<file path="src/rtl/context_scheduler.sv">
// Round-robin context scheduler: counts retired instructions against a quantum,
// picks the next runnable slot and sequences save / gap / restore / PC-load with the switcher.
module context_scheduler #(
    parameter int NUM_PROGS = 4,
    parameter int QUANTUM   = 256,
    parameter int WD_LIMIT  = 255
) (
    input  logic        clock,
    input  logic        reset,
    input  logic        enable,
    input  logic        instr_retired,
    input  logic        yield_req,
    input  logic [15:0] prog_active_mask,
    input  logic        cs_busy,
    input  logic [11:0] cs_restore_pc,
    input  logic        cs_restore_pc_valid,
    output logic        save_trigger,
    output logic        restore_trigger,
    output logic [3:0]  progIndex,
    output logic        cpu_stall,
    output logic        pc_load,
    output logic [11:0] pc_load_value,
    output logic [15:0] switch_count,
    output logic        cs_error
);

    typedef enum logic [2:0] {ST_RUN, ST_SAVE, ST_GAP, ST_RESTORE, ST_LOAD} state_t;

    localparam logic [15:0] QLAST  = 16'(QUANTUM - 1);
    localparam logic [15:0] WDLAST = 16'(WD_LIMIT - 1);

    state_t      r_state;
    state_t      w_nextState;
    logic [15:0] r_qcnt;
    logic [15:0] r_wdCnt;
    logic [3:0]  r_nextProg;
    logic        r_pending;
    logic        w_candFound;
    logic [3:0]  w_candIdx;
    logic        w_request;
    logic        w_phaseDone;
    logic        w_wdExpire;
    logic        w_wdError;
    logic        w_saveNext;
    logic        w_restoreNext;
    logic        w_stallNext;
    logic        w_loadNext;

    // Descending search so the nearest slot after progIndex wins.
    always_comb begin
        int idx;
        idx         = 0;
        w_candFound = 1'b0;
        w_candIdx   = '0;
        for (int k = NUM_PROGS - 1; k >= 1; k--) begin
            idx = int'(progIndex) + k;
            if (idx >= NUM_PROGS) idx = idx - NUM_PROGS;
            if (prog_active_mask[idx[3:0]]) begin
                w_candFound = 1'b1;
                w_candIdx   = idx[3:0];
            end
        end
    end

    // A request deferred by a busy switcher is remembered in r_pending.
    assign w_request   = enable & (yield_req | (instr_retired & (r_qcnt == QLAST)) |
                                   !prog_active_mask[progIndex] | r_pending);
    assign w_phaseDone = (r_wdCnt != 16'd0) & !cs_busy;
    assign w_wdExpire  = (r_wdCnt == WDLAST);
    assign w_wdError   = ((r_state == ST_SAVE) || (r_state == ST_RESTORE)) & !w_phaseDone & w_wdExpire;

    always_ff @(posedge clock) begin
        if (reset) begin
            r_state         <= ST_RUN;
            save_trigger    <= 1'b0;
            restore_trigger <= 1'b0;
            cpu_stall       <= 1'b0;
            pc_load         <= 1'b0;
        end else begin
            r_state         <= w_nextState;
            save_trigger    <= w_saveNext;
            restore_trigger <= w_restoreNext;
            cpu_stall       <= w_stallNext;
            pc_load         <= w_loadNext;
        end
    end

    always_comb begin
        w_nextState = r_state;
        case (r_state)
            ST_RUN:     if (w_request && w_candFound && !cs_busy) w_nextState = ST_SAVE;
            ST_SAVE:    if (w_phaseDone) w_nextState = ST_GAP;
                        else if (w_wdExpire) w_nextState = ST_RUN;
            ST_GAP:     w_nextState = ST_RESTORE;
            ST_RESTORE: if (w_phaseDone) w_nextState = ST_LOAD;
                        else if (w_wdExpire) w_nextState = ST_RUN;
            ST_LOAD:    w_nextState = ST_RUN;
            default:    w_nextState = ST_RUN;
        endcase
    end

    // Outputs are decoded from the next state and registered alongside it.
    always_comb begin
        w_saveNext    = (w_nextState == ST_SAVE);
        w_restoreNext = (w_nextState == ST_RESTORE);
        w_loadNext    = (w_nextState == ST_LOAD);
        w_stallNext   = (w_nextState != ST_RUN);
    end

    always_ff @(posedge clock) begin
        if (reset) begin
            r_qcnt        <= '0;
            r_wdCnt       <= '0;
            r_nextProg    <= '0;
            r_pending     <= 1'b0;
            progIndex     <= '0;
            pc_load_value <= '0;
            switch_count  <= '0;
            cs_error      <= 1'b0;
        end else begin
            if ((r_state == ST_SAVE) || (r_state == ST_RESTORE)) r_wdCnt <= r_wdCnt + 16'd1;
            else r_wdCnt <= '0;
            case (r_state)
                ST_RUN: begin
                    if (!enable) begin
                        r_qcnt    <= '0;
                        r_pending <= 1'b0;
                    end else if (w_request) begin
                        r_qcnt    <= '0;
                        r_pending <= w_candFound & cs_busy;
                        if (w_candFound && !cs_busy) r_nextProg <= w_candIdx;
                    end else if (instr_retired) begin
                        r_qcnt <= r_qcnt + 16'd1;
                    end
                end
                ST_GAP:     progIndex <= r_nextProg;
                ST_RESTORE: if (cs_restore_pc_valid) pc_load_value <= cs_restore_pc;
                ST_LOAD:    switch_count <= switch_count + 16'd1;
                default:    ;
            endcase
            if (w_wdError) cs_error <= 1'b1;
        end
    end

endmodule

</file>
<file path="config.mk">
export PLATFORM = sky130hd
export DESIGN_NAME = context_scheduler
export DESIGN_NICKNAME = d
export VERILOG_FILES = /design/src/rtl/context_scheduler.sv
export SDC_FILE = /design/constraint.sdc
export NUM_CORES = 1
export LEC_CHECK = 0
export ABC_CLOCK_PERIOD_IN_PS = 4019
export CAP_MARGIN = 20
export CORE_ASPECT_RATIO = 1.5
export CORE_MARGIN = 10
export CORE_UTILIZATION = 55
export CTS_BUF_LIST = sky130_fd_sc_hd__clkbuf_4
export DETAILED_ROUTE_END_ITERATION = 7
export GPL_TIMING_DRIVEN = 0
export PLACE_DENSITY = 0.88
export REMOVE_ABC_BUFFERS = 1
export SETUP_SLACK_MARGIN = 0.3
export SLEW_MARGIN = 20
export SYNTH_ARGS = -nofsm -noshare
export SYNTH_HDL_FRONTEND = slang
export SYNTH_SLANG_ARGS = --single-unit
</file>
<file path="constraint.sdc">
create_clock -name clock -period 4.02 [get_ports clock]
set_input_delay 0.402 -clock clock [delete_from_list [all_inputs] [get_ports clock]]
set_output_delay 0.402 -clock clock [all_outputs]
set_load 0.005 [all_outputs]
</file>
[Yosys cells after proc, flatten, opt, wreduce, memory -nomap -nowiden]
Cells that the tools add are included.
W data, S select, Z words.
Operators by class
  $add $sub $neg: 9
  multiply operators: 0
  div/mod/pow operators: 0
  magnitude comparators: 7
  equal/unequal tests: 11
  shift operators: 0
  mux-type cells: 27
  bitwise operators: 10
  reductions and logical operators: 15
Operator list (number)
  $add A16 B1 Y16 const B: 3
  $mux W16: 3
  $eq A16 B8 Y1 const B: 2
  $mux W4: 6
  $lt A4 B5 Y1 const B: 4
  $bmux W1 S4: 4
  $reduce_bool A16 Y1: 1
  $ge A5 B3 Y1 const B: 3
  $mux W3: 4
  $pmux W3 S4: 1
  $sub A4 B3 Y4 const B: 3
  $add A4 B2 Y5 const B: 2
  $eq A3 B2 Y1 const B: 3
  $mux W1: 9
  $and A1 B1 Y1: 6
  $eq A3 B1 Y1 const B: 2
  $eq A3 B3 Y1 const B: 2
  $reduce_and A2 Y1: 3
  $add A4 B1 Y5 const B: 1
  $reduce_and A4 Y1: 1
  $logic_and A1 B1 Y1: 3
  $logic_not A1 Y1: 3
  $logic_not A3 Y1: 1
  $ne A3 B1 Y1 const B: 1
  6 further kinds: 8
Storage, ports and cells
  bits in registers: 77
  bits in latches: 0
  RAM bits: 0
  ROM bits: 0
  input port bits: 35
  output and inout bits: 37
  logic and storage cells: 92
  memories: 0

[Logic depth before layout (Yosys ltp)]
  depth after elaboration: 13
  mapped depth: 15
  depth with buffers taken out: 13

[Least setup slack after synthesis]
Ideal clock, no wire load.
  kind: reg-to-reg
  start: reg progIndex[0]
  end: reg r_nextProg[2]
  setup time: 0.073 ns
  arrival time: 3.334 ns
  required time: 3.947 ns
  slack: 0.613 ns
  stages on the path, launching flop included: 15
  buffers on the path: 2
  clock period less this slack: 3.407 ns
  cell sequence: dfxtp_1 > buf_6 > buf_2 > inv_1 > ha_1 > xnor2_1 > ha_1 > and2_0 > nor4b_1 > or4b_1 > mux2_2 > nand3_1 > a21bo_2 > o211a_1 > nor3_2
On the way
  word-level cells in the longest chain between the ends: 10
  elaborated cells on any way between the ends: 32
  classes of those cells: add/sub (6); order compare (3); mux (17); bitwise (3); reduce/logical (3)
RTL lines
  from (decl): line 19  | output logic [3:0] progIndex,
  from (signal assigned): line 136  | ST_GAP: progIndex <= r_nextProg;
  $add A4 B2 Y5: line 56  | idx = int'(progIndex) + k;
  $sub A4 B3 Y4 / $ge A5 B3 Y1 (equally long branches): line 57  | if (idx >= NUM_PROGS) idx = idx - NUM_PROGS;
  $mux W4: line 57
  $bmux W1 S4: line 58  | if (prog_active_mask[idx[3:0]]) begin
  $mux W1 (implied by the code): line 58
  $mux W1 (3 in series): line 58
  $logic_and A1 B1 Y1: line 131  | if (w_candFound && !cs_busy) r_nextProg <= w_candIdx;
  $reduce_and A4 Y1 (no line)
  to (signal assigned): line 131
  to (decl): line 36  | logic [3:0] r_nextProg;
Several ways; a longest one is shown, not always the timed one. The select of a mux whose other input is x is not followed.
A chain may end at the register's enable or synchronous reset.

[Final worst setup path]
  start: reg progIndex[0]
  end: reg r_nextProg[1]
The elaborated chain is that of the path after synthesis.

==> impl_metrics.csv <==
group,metric,value,unit
routing,wl_per_cell,15.7,um
grt,grt_pass1_wl,16.5,mm
critical_path,critPathSlowestCell,"ha_1",
clocking,clock_latency,0.45,ns
critical_path,end_kind,"register",
logic_synthesis,yosysWarnings,0,
logic_synthesis,synth.top_cell.area_share,0.365,
critical_path,critPathMaxFanout,13,
finish,final_nets,591,
routing,wl,10.2,mm
timing,relSlewSlack,0.464,
routing,first_pass_iters,4,
die,die_w,91.5,um
hold_path,hold_class,"in -> reg",
die,rows,39,
logic_synthesis,synth_area_leaders,"dfxtp_1, mux4_2, xor2_1",
power_and_ir_drop,p_leak,1.86,nW
power_and_ir_drop,ir_drop,189,uV
place,post-dp-hpwl,7.55,mm
timing,finalCritPeriodShare,0.859,
die,core_area,7560,um2
finish,fillers,584,
logic_synthesis,synth_area_per_cell,8.87,um2
die,dieArea,11600,um2
logic_synthesis,synthTopCellsByCount,"dfxtp_1, nor2_1, nand2_1, xor2_1, nand3_1",
timing,hold_slack,0.189,ns
finish,syn2layout_area_growth,22.6,%
finish,final_cell_count_no_fill,649,
timing,worst_pin_slew,0.797,ns
clocking,path_clk_slew,0.12,ns
routing,via_per_inst,5.70,
critical_path,slowest_delay,0.61,ns
logic_synthesis,synth-edff-count,0,
timing,max_freq,289,MHz
clocking,cts_buffers,9,
timing,finalSetupViolCount,0,
die,io_pins,72,
logic_synthesis,yosys_register_bits,77,
timing,rsz0062_at_grt,"no",
grt,grt_max_degree,44,
grt,antenna_found_initial,1,
clocking,clockBufferDepth,2,
finish,drive_above_1_share,0.0897,
place,gp_congestion,0.872,
timing,slew_violations,0,
critical_path,path_class,"reg -> reg",
power_and_ir_drop,p_per_area,275,nW/um2
routing,route.detailed.drc,0,
clocking,root_buffer,"clkbuf_4",
grt,grt_use_total,0.173,
critical_path,worst_setup_path_start_kind,"register",
timing,worst_slack,0.565,ns
timing,min_period,3.45,ns
logic_synthesis,synth_largest_area_cell,"dfxtp_1",
routing,vias,3702,
timing,finClkSkew,0.0207,ns
logic_synthesis,async_flop_share,0,
timing,hold_violations,0,
grt,grt_pass1_vias,3640,
die,dieHeight,127,um
logic_synthesis,ys_seq_area_frac,0.365,
critical_path,cp.arrival,3.84,ns
job,maxCapViolations,0,
clocking,cts_tree,"built",
run_status,outcome,"complete, no violations",
critical_path,critPathBufInv,1,
critical_path,cp_cell_sequence,"inv_1 > ha_1 > mux4_2 > mux2_2 > o211ai_1 > nand4_1 > o31a_1 > nand2b_1 > a21oi_2",
logic_synthesis,synthesis.area,4220,um2
logic_synthesis,synth_flop_cell,"dfxtp_1",
critical_path,critPathTopFamily,"multiplexers",
logic_synthesis,synthCells,476,
clocking,cts.sinks,77,
place,pre_cts_slack,-0.198,ns
logic_synthesis,yosysMostFrequentCell,"dfxtp_1",
logic_synthesis,yosysUniqueCellTypes,61,
routing,postRouteAntennaNets,0,
die,initial_core_util,0.558,
clocking,ctsHoldBuffers,0,
clocking,cts_max_level,3,
place,place_inst,631,
place,io_buffers,71,
routing,drt-initial-drc-count,239,
grt,grt_overflow,0,
critical_path,cp.required,4.41,ns
==> final cells by class <==
| type | count | area, um2 | share of cell area |
|---|---|---|---|
| Clock buffer | 10 | 75.1 | 0.0145 |
| Timing Repair Buffer | 73 | 737 | 0.142 |
| Antenna cell | 1 | 2.50 | 0.000484 |
| Sequential cell | 77 | 1550 | 0.300 |
| Clock inverter | 6 | 87.6 | 0.0169 |
| Inverter | 9 | 33.8 | 0.00653 |
| Tap cell | 102 | 128 | 0.0247 |
| Multi-Input combinational cell | 371 | 2560 | 0.495 |
==> power breakdown <==
part / switching, mW / internal [mW]
registers: 0.00544 / 0.767
logic: 0.0538 / 0.0634
clock network: 0.275 / 0.258
==> repair_timing <==
item	4_1_cts	5_1_grt
resized for setup	4	3
setup buffers	0	1
pin swaps	0	1
gates cloned	0	0
endpoints found under the setup margin	9	9
==> path summary, 6_finish.rpt <==
check / startpoint / end / slack, ns / depth (start not counted)
worst max-delay path: progIndex[0] / r_nextProg[1] / 0.57 / 9
worst min-delay path: reset / switch_count[7] / 0.19 / 2
worst max register to register: progIndex[0] / r_nextProg[1] / 0.57 / 9
worst min register to register: pc_load_value[0] / pc_load_value[0] / 0.46 / 2
==> cells by family after synthesis <==
kind of cell             Yosys count  synth area share
AND/OR/NAND/NOR                  219             0.250
flip-flops                        77             0.365
AO/OA/AOI/OAI                     64             0.104
XOR/XNOR                          45            0.0934
buffers and inverters             28            0.0299
multiplexers                      28             0.113
adder cells (fa/ha/maj)           15            0.0445
==> flip-flops by register name (all words and copies together), names as in the netlist, 3 cells and up <==
| register | flops |
|---|---|
| r_qcnt | 16 |
| r_wdCnt | 16 |
| switch_count | 16 |
| pc_load_value | 12 |
| progIndex | 4 |
| r_nextProg | 4 |
| r_state | 3 |
==> worst reg2reg max path: cells and delay by family (launching register included) <==
family	cells	cell delay [ns]
muxes	2	0.88
adders and majority gates	1	0.61
buffers and inverters	1	0.14
DFF	1	0.49
and+or+nand+nor	2	0.53
AOI/OAI and AO/OA	3	0.76
==> per-layer routing <==
metal / track usage / up-vias / wire [um] / part of all wire
met5: 0 / - / 0 / 0
met4: 0.0916 / 0 / 374 / 0.037
met3: 0.0410 / 32 / 486 / 0.048
met2: 0.318 / 117 / 5460 / 0.54
met1: 0.175 / 1744 / 3860 / 0.38
li1: - / 1809 / - / -
==> stage by stage <==
stage                      util  power, mW  cell area (um2)  setup TNS [ns]
final                     0.684       1.42             5170               0
after global routing      0.684       1.48             5170               0
after CTS                 0.681       1.43             5150               0
after floorplan               -      0.842             4130               0
after global placement    0.657      0.901             4970           -1.63
after detailed placement  0.659      0.906             4980           -1.44
==> placed cells by master, fill, tap and decap left out, types with 14 or more instances in the layout <==
cell type and count:
a21oi_1 20, nor2_1 74, xor2_1 33, nand3_1 24, dfxtp_1 74, clkdlybuf4s50_1 70, nand2_1 54, ha_1 15
mux4_2 14
Note: power is estimated with default switching activity, not from simulation.
